<file path="src/rtl/seq_pattern_gen_if.sv">
// Control/status bundle between a pattern-generator user (master) and seq_pattern_gen (slave).
// i_hold and its modport entries exist only when SEQ_GEN_HOLD_EN is defined.
interface seq_pattern_gen_if #(
    parameter int DW = 4,
    parameter int LW = 4
) ();
    logic          i_start;
    logic [1:0]    i_mode;
    logic [DW-1:0] i_seed;
    logic [LW-1:0] i_run_len;
    logic [LW-1:0] i_gap_len;
    logic [LW-1:0] i_bursts;
`ifdef SEQ_GEN_HOLD_EN
    logic          i_hold;
`endif
    logic          o_busy;
    logic          o_out_valid;
    logic [DW-1:0] o_data_out;
    logic          o_done;

`ifdef SEQ_GEN_HOLD_EN
    modport master (
        output i_start, i_mode, i_seed, i_run_len, i_gap_len, i_bursts, i_hold,
        input  o_busy, o_out_valid, o_data_out, o_done
    );
    modport slave (
        input  i_start, i_mode, i_seed, i_run_len, i_gap_len, i_bursts, i_hold,
        output o_busy, o_out_valid, o_data_out, o_done
    );
`else
    modport master (
        output i_start, i_mode, i_seed, i_run_len, i_gap_len, i_bursts,
        input  o_busy, o_out_valid, o_data_out, o_done
    );
    modport slave (
        input  i_start, i_mode, i_seed, i_run_len, i_gap_len, i_bursts,
        output o_busy, o_out_valid, o_data_out, o_done
    );
`endif
endinterface

</file>
<file path="src/rtl/seq_pattern_gen.sv">
// Burst pattern generator (incr/decr/const/LFSR runs separated by idle gaps).
// Optional stall input enabled by defining SEQ_GEN_HOLD_EN.
module seq_pattern_gen #(
    parameter int DW = 4,
    parameter int LW = 4
) (
    input  logic             i_sysclk,
    input  logic             i_rst,
    seq_pattern_gen_if.slave bus
);
    typedef enum logic [1:0] {IDLE, RUN, GAP, FIN} state_t;

    // r_state is the phase of the cycle currently presented on the outputs
    state_t        r_state, w_state_n;
    logic [LW-1:0] r_cnt, w_cnt_n;
    logic [LW-1:0] r_brem, w_brem_n;
    logic [DW-1:0] r_word, w_word_n;
    logic [1:0]    r_mode, w_mode_n;
    logic [LW-1:0] r_run, w_run_n;
    logic [LW-1:0] r_gap, w_gap_n;
    logic          r_busy, r_valid, r_done;
    logic [DW-1:0] r_data;
    logic          w_valid_n, w_end, w_hold;

    function automatic logic [DW-1:0] f_step(input logic [1:0] mode, input logic [DW-1:0] x);
        case (mode)
            2'd0:    f_step = x + 1'b1;
            2'd1:    f_step = x - 1'b1;
            2'd2:    f_step = x;
            default: f_step = {x[DW-2:0], x[DW-1] ^ x[DW-2]};
        endcase
    endfunction

`ifdef SEQ_GEN_HOLD_EN
    assign w_hold = bus.i_hold;
`else
    assign w_hold = 1'b0;
`endif

    always_comb begin
        w_state_n = r_state;
        w_cnt_n   = r_cnt;
        w_brem_n  = r_brem;
        w_word_n  = r_word;
        w_mode_n  = r_mode;
        w_run_n   = r_run;
        w_gap_n   = r_gap;
        w_valid_n = 1'b0;
        w_end     = 1'b0;
        case (r_state)
            IDLE: begin
                if (bus.i_start) begin
                    w_mode_n = bus.i_mode;
                    w_run_n  = bus.i_run_len;
                    w_gap_n  = bus.i_gap_len;
                    w_brem_n = (bus.i_bursts == '0) ? LW'(1) : bus.i_bursts;
                    w_word_n = (bus.i_mode == 2'd3 && bus.i_seed == '0) ? DW'(1) : bus.i_seed;
                    if (bus.i_run_len != '0) begin
                        w_state_n = RUN;
                        w_cnt_n   = bus.i_run_len - 1'b1;
                        w_valid_n = 1'b1;
                    end else if (bus.i_gap_len != '0) begin
                        w_state_n = GAP;
                        w_cnt_n   = bus.i_gap_len - 1'b1;
                    end else begin
                        w_state_n = FIN;
                    end
                end
            end
            RUN: begin
                if (!w_hold) begin
                    if (r_cnt != '0) begin
                        w_cnt_n   = r_cnt - 1'b1;
                        w_word_n  = f_step(r_mode, r_word);
                        w_valid_n = 1'b1;
                    end else if (r_gap != '0) begin
                        w_state_n = GAP;
                        w_cnt_n   = r_gap - 1'b1;
                    end else begin
                        w_end = 1'b1;
                    end
                end
            end
            GAP: begin
                if (!w_hold) begin
                    if (r_cnt != '0) w_cnt_n = r_cnt - 1'b1;
                    else             w_end   = 1'b1;
                end
            end
            default: w_state_n = IDLE;
        endcase

        // Burst boundary: the word stream continues from the last emitted word
        if (w_end) begin
            if (r_brem > LW'(1)) begin
                w_brem_n = r_brem - 1'b1;
                if (r_run != '0) begin
                    w_state_n = RUN;
                    w_cnt_n   = r_run - 1'b1;
                    w_word_n  = f_step(r_mode, r_word);
                    w_valid_n = 1'b1;
                end else begin
                    w_state_n = GAP;
                    w_cnt_n   = r_gap - 1'b1;
                end
            end else begin
                w_state_n = FIN;
            end
        end
    end

    always_ff @(posedge i_sysclk) begin
        if (i_rst) begin
            r_state <= IDLE;
            r_cnt   <= '0;
            r_brem  <= '0;
            r_word  <= '0;
            r_mode  <= '0;
            r_run   <= '0;
            r_gap   <= '0;
            r_busy  <= 1'b0;
            r_valid <= 1'b0;
            r_data  <= '0;
            r_done  <= 1'b0;
        end else begin
            r_state <= w_state_n;
            r_cnt   <= w_cnt_n;
            r_brem  <= w_brem_n;
            r_word  <= w_word_n;
            r_mode  <= w_mode_n;
            r_run   <= w_run_n;
            r_gap   <= w_gap_n;
            r_busy  <= (w_state_n != IDLE);
            r_valid <= w_valid_n;
            r_data  <= w_valid_n ? w_word_n : '0;
            r_done  <= (w_state_n == FIN);
        end
    end

    assign bus.o_busy      = r_busy;
    assign bus.o_out_valid = r_valid;
    assign bus.o_data_out  = r_data;
    assign bus.o_done      = r_done;
endmodule

</file>
<file path="src/flat_wrapper.sv">
// flat-port wrapper written by rule: the top's interface ports become plain ports
module seq_pattern_gen_flat 
#(
    parameter int DW = 4,
    parameter int LW = 4
)
  (i_sysclk, i_rst, bus_i_start, bus_i_mode, bus_i_seed, bus_i_run_len, bus_i_gap_len, bus_i_bursts, bus_o_busy, bus_o_out_valid, bus_o_data_out, bus_o_done);
  seq_pattern_gen_if #(.DW(DW), .LW(LW)) bus_i ();
  input  logic i_sysclk;
  input  logic i_rst;
  input wire logic [$bits(bus_i.i_start)-1:0] bus_i_start;
  input wire logic [$bits(bus_i.i_mode)-1:0] bus_i_mode;
  input wire logic [$bits(bus_i.i_seed)-1:0] bus_i_seed;
  input wire logic [$bits(bus_i.i_run_len)-1:0] bus_i_run_len;
  input wire logic [$bits(bus_i.i_gap_len)-1:0] bus_i_gap_len;
  input wire logic [$bits(bus_i.i_bursts)-1:0] bus_i_bursts;
  output wire logic [$bits(bus_i.o_busy)-1:0] bus_o_busy;
  output wire logic [$bits(bus_i.o_out_valid)-1:0] bus_o_out_valid;
  output wire logic [$bits(bus_i.o_data_out)-1:0] bus_o_data_out;
  output wire logic [$bits(bus_i.o_done)-1:0] bus_o_done;
  assign bus_i.i_start = bus_i_start;
  assign bus_i.i_mode = bus_i_mode;
  assign bus_i.i_seed = bus_i_seed;
  assign bus_i.i_run_len = bus_i_run_len;
  assign bus_i.i_gap_len = bus_i_gap_len;
  assign bus_i.i_bursts = bus_i_bursts;
  assign bus_o_busy = bus_i.o_busy;
  assign bus_o_out_valid = bus_i.o_out_valid;
  assign bus_o_data_out = bus_i.o_data_out;
  assign bus_o_done = bus_i.o_done;
  seq_pattern_gen #(.DW(DW), .LW(LW)) u_core (.i_sysclk(i_sysclk), .i_rst(i_rst), .bus(bus_i));
endmodule
</file>
<file path="config.mk">
export PLATFORM = sky130hd
export DESIGN_NAME = seq_pattern_gen_flat
export DESIGN_NICKNAME = d
export VERILOG_FILES = /design/src/rtl/seq_pattern_gen_if.sv /design/src/rtl/seq_pattern_gen.sv /design/src/flat_wrapper.sv
export SDC_FILE = /design/constraint.sdc
export NUM_CORES = 1
export LEC_CHECK = 0
export ABC_AREA = 1
export ABC_CLOCK_PERIOD_IN_PS = 3700
export CORE_AREA = 2 2 66 68
export DETAILED_ROUTE_END_ITERATION = 10
export DIE_AREA = 0 0 68 70
export GPL_TIMING_DRIVEN = 0
export PLACE_DENSITY_LB_ADDON = 0.08
export SYNTH_ARGS = -nofsm -noshare
export SYNTH_HDL_FRONTEND = slang
export SYNTH_SLANG_ARGS = --single-unit
</file>
<file path="constraint.sdc">
create_clock -name i_sysclk -period 3.7 [get_ports i_sysclk]
set_clock_uncertainty 0.1 [all_clocks]
set_input_delay 0.74 -clock i_sysclk [delete_from_list [all_inputs] [get_ports i_sysclk]]
set_output_delay 0.74 -clock i_sysclk [all_outputs]
set_load 0.02 [all_outputs]
</file>
==> flow_summary_export.csv <==
group,metric,value,unit
place,pre_cts_slack,996,ps
status,status,"finished clean",
drt,viasPerCell,5.26,
logic_synthesis,syn_avg_cell_area,6.69,um^2
logic_synthesis,ys_types,37,
timing,worst_pin_slew,442,ps
logic_synthesis,synthMuxAreaShare,0,%
power_and_ir_drop,p_leak,1.34,nW
drt,drcViolationCount,0,
power_and_ir_drop,design_power_total,2.00,mW
clock_network,htreeDepth,2,
logic_synthesis,synthTopCellsByCount,"74 x nand2_1, 57 x inv_1, 36 x o21ai_0, 31 x dfxtp_1, 24 x a21oi_1",
clock_network,postCtsResizedCells,0,
place,portBuffers,26,
clock_network,cts_tree,"yes",
floorplan,initial_core_util,55.7,%
timing,rsz0062_at_grt,"no",
timing,layout_min_cycle_time,2470,ps
power_and_ir_drop,power.density,729,mW/mm^2
logic_synthesis,synth_top_cell_area_share,26.9,%
logic_synthesis,synth-adder-area-share,8.13,%
floorplan,die_y,70,um
critical_path,endpoint_kind,"flop",
timing,fin_ws,1230,ps
cells_and_area,diodes,0,
drt,ant_nets,0,
logic_synthesis,ys_seq_elements,31,
timing,drv_slew,0,
timing,setup-violations-final,0,
critical_path,crit_type,"in2reg",
place,dp_hpwl,4420,um
cells_and_area,syn2layout_area_growth,19.2,%
global_route,antenna_found_initial,0,
floorplan,num_io_pins,28,
power_and_ir_drop,peakVddDrop,0.328,mV
logic_synthesis,syn_nets,381,
critical_path,cp-start-kind,"primary input",
clock_network,cts_buffers,5,
place,place.gp.congestion,0.938,
critical_path,critical_path_arrival,2540,ps
cells_and_area,multi_input_area,0.00142,mm^2
logic_synthesis,syn_inst,345,
timing,setup_tns,0,ps
drt,vias,2267,
logic_synthesis,synth_area,0.00231,mm^2
global_route,grt_first_pass_wirelength,9590,um
clock_network,cts_hold_buf,0,
timing,hold_ws,398,ps
logic_synthesis,synth-main-ff-cell,"dfxtp_1",
clock_network,clock_latency,290,ps
floorplan,die_x,68,um
hold_path,hold_path_class,"reg2reg",
clock_network,clock-root-buffer,"clkbuf_8",
drt,drt_pass1_iterations,4,
logic_synthesis,synth_area_leaders,"dfxtp_1 27%, nand2_1 12%, inv_1 9.3%",
drt,first_iter_violations,133,
logic_synthesis,synth_top_cell_by_area,"dfxtp_1",
logic_synthesis,synthSimpleGateAreaFrac,28.3,%
floorplan,dieArea,0.00476,mm^2
cells_and_area,drive_gt1_share,8.97,%
global_route,overflow,0,
global_route,grt_usage,26.4,%
clock_network,cts_setup_buffers,0,
timing,fin_crit_sh,66.6,%
timing,hold_violations,0,
floorplan,row_count,24,
timing,relSlewSlack,70.5,%
logic_synthesis,synth-seq-area-share,26.9,%
drt,wl_per_cell,13.0,um
global_route,grt_max_degree,11,
clock_network,clk_pin_slew,70,ps
cells_and_area,fillers,398,
logic_synthesis,synth_xor_area_share,4.56,%
cells_and_area,nets,414,
flow_run,cap_violations,0,
floorplan,core_area,0.00414,mm^2
critical_path,required,3780,ps
logic_synthesis,synth_top_family_by_area,"simple AND/OR/NAND/NOR gates",
logic_synthesis,synth-compound-area-share,20.6,%
logic_synthesis,yosys_warnings,0,
global_route,first_global_vias,2130,
critical_path,cp_max_fo,3,
logic_synthesis,synth_enable_flop_cells,0,
logic_synthesis,async_flop_share,0,%
cells_and_area,seqCellArea,621,um^2
drt,routed_wl,5590,um
timing,fmax,0.406,GHz
clock_network,cts_sinks,31,
logic_synthesis,synth.most_common_cell,"nand2_1",
clock_network,clockBufferDepth,2,
-- layout by cell type (no fill, tap or decap), drive strengths merged --
cell type / netlist / layout
nand3: 17 / 17
clkdlybuf4s50: 0 / 26
inv: 61 / 61
o21bai: 1 / 1
nor2: 28 / 28
xnor2: 4 / 4
nand4: 4 / 4
a21oi: 28 / 28
o211ai: 1 / 1
or2: 1 / 1
a31oi: 2 / 2
xor2: 8 / 8
o31ai: 1 / 1
nand2: 83 / 83
o2111ai: 1 / 1
ha: 15 / 15
a211oi: 1 / 1
nor3: 1 / 1
nand3b: 1 / 1
o221ai: 1 / 1
clkbuf: 4 / 10
dfxtp: 31 / 31
bufinv: 0 / 1
o22ai: 6 / 6
clkinv: 2 / 3
buf: 1 / 1
o21ai: 42 / 42
-- where the power goes --
group | internal, mW | total, mW | switching, mW
clock network | 0.218 | 0.350 | 0.133
logic | 0.409 | 1.13 | 0.718
registers | 0.437 | 0.527 | 0.0901
total | 1.06 | 2.00 | 0.941
-- path summary, 6_finish.rpt --
kind | slack [ps] | end | from | depth (start not counted)
setup / recovery | 1230 | u_core.bus.o_busy | bus_i_run_len[0] | 12
hold / removal | 400 | u_core.r_gap[1] | u_core.r_gap[1] | 2
setup reg to reg | 1640 | u_core.bus.o_data_out[0] | u_core.r_state[0] | 8
hold reg to reg | 400 | u_core.r_gap[1] | u_core.r_gap[1] | 2
-- cell type report --
cell class	count	area share (%)
Buffer	5	0.955
Multi-Input combinational cell	246	51.6
Tap cell	52	2.37
Clock inverter	2	1.27
Sequential cell	31	22.6
Inverter	63	8.74
Timing Repair Buffer	26	9.46
Clock buffer	6	3.00
-- metrics by stage --
step	utilization, %	cell area, um^2	cells
detailed placement	63.5	2630	423
finish	66.4	2750	431
floorplan	-	2310	345
global placement	63.5	2630	423
CTS	66.4	2750	431
global route	66.4	2750	431
-- cell families after synthesis --
| kind of cell | Yosys count |
|---|---|
| AO/OA/AOI/OAI | 84 |
| XOR/XNOR | 12 |
| adder cells (fa/ha/maj) | 15 |
| buffers and inverters | 68 |
| flip-flops | 31 |
| AND/OR/NAND/NOR | 135 |
-- routing by layer --
layer  track usage (%)  vias up  share of wire [%]
li1                  -     1176                  -
met1              35.3     1025                 47
met2              40.7       53                 47
met3              6.12       13                3.8
met4              10.2        0                2.4
met5                 0        -                  0
-- registers in the layout (all words and copies together), names as in the netlist, 2 cells and up --
name and flops:
u_core.r_cnt 4, u_core.r_brem 4, u_core.r_word 4, u_core.r_state 2, u_core.bus.o_data_out 4, u_core.r_gap 4, u_core.r_mode 2, u_core.r_run 4
-- worst max-delay path, stage by stage --
cell and delay (ps):
clkdlybuf4s50_1 480, inv_1 130, ha_1 180, nand2_1 60
nor2_1 150, nand2_1 110, o21ai_0 260, nand2_1 100
o211ai_1 90, nand2_1 90, nand3b_1 120, nand2_1 60
Power figures use the tool's default switching activity.
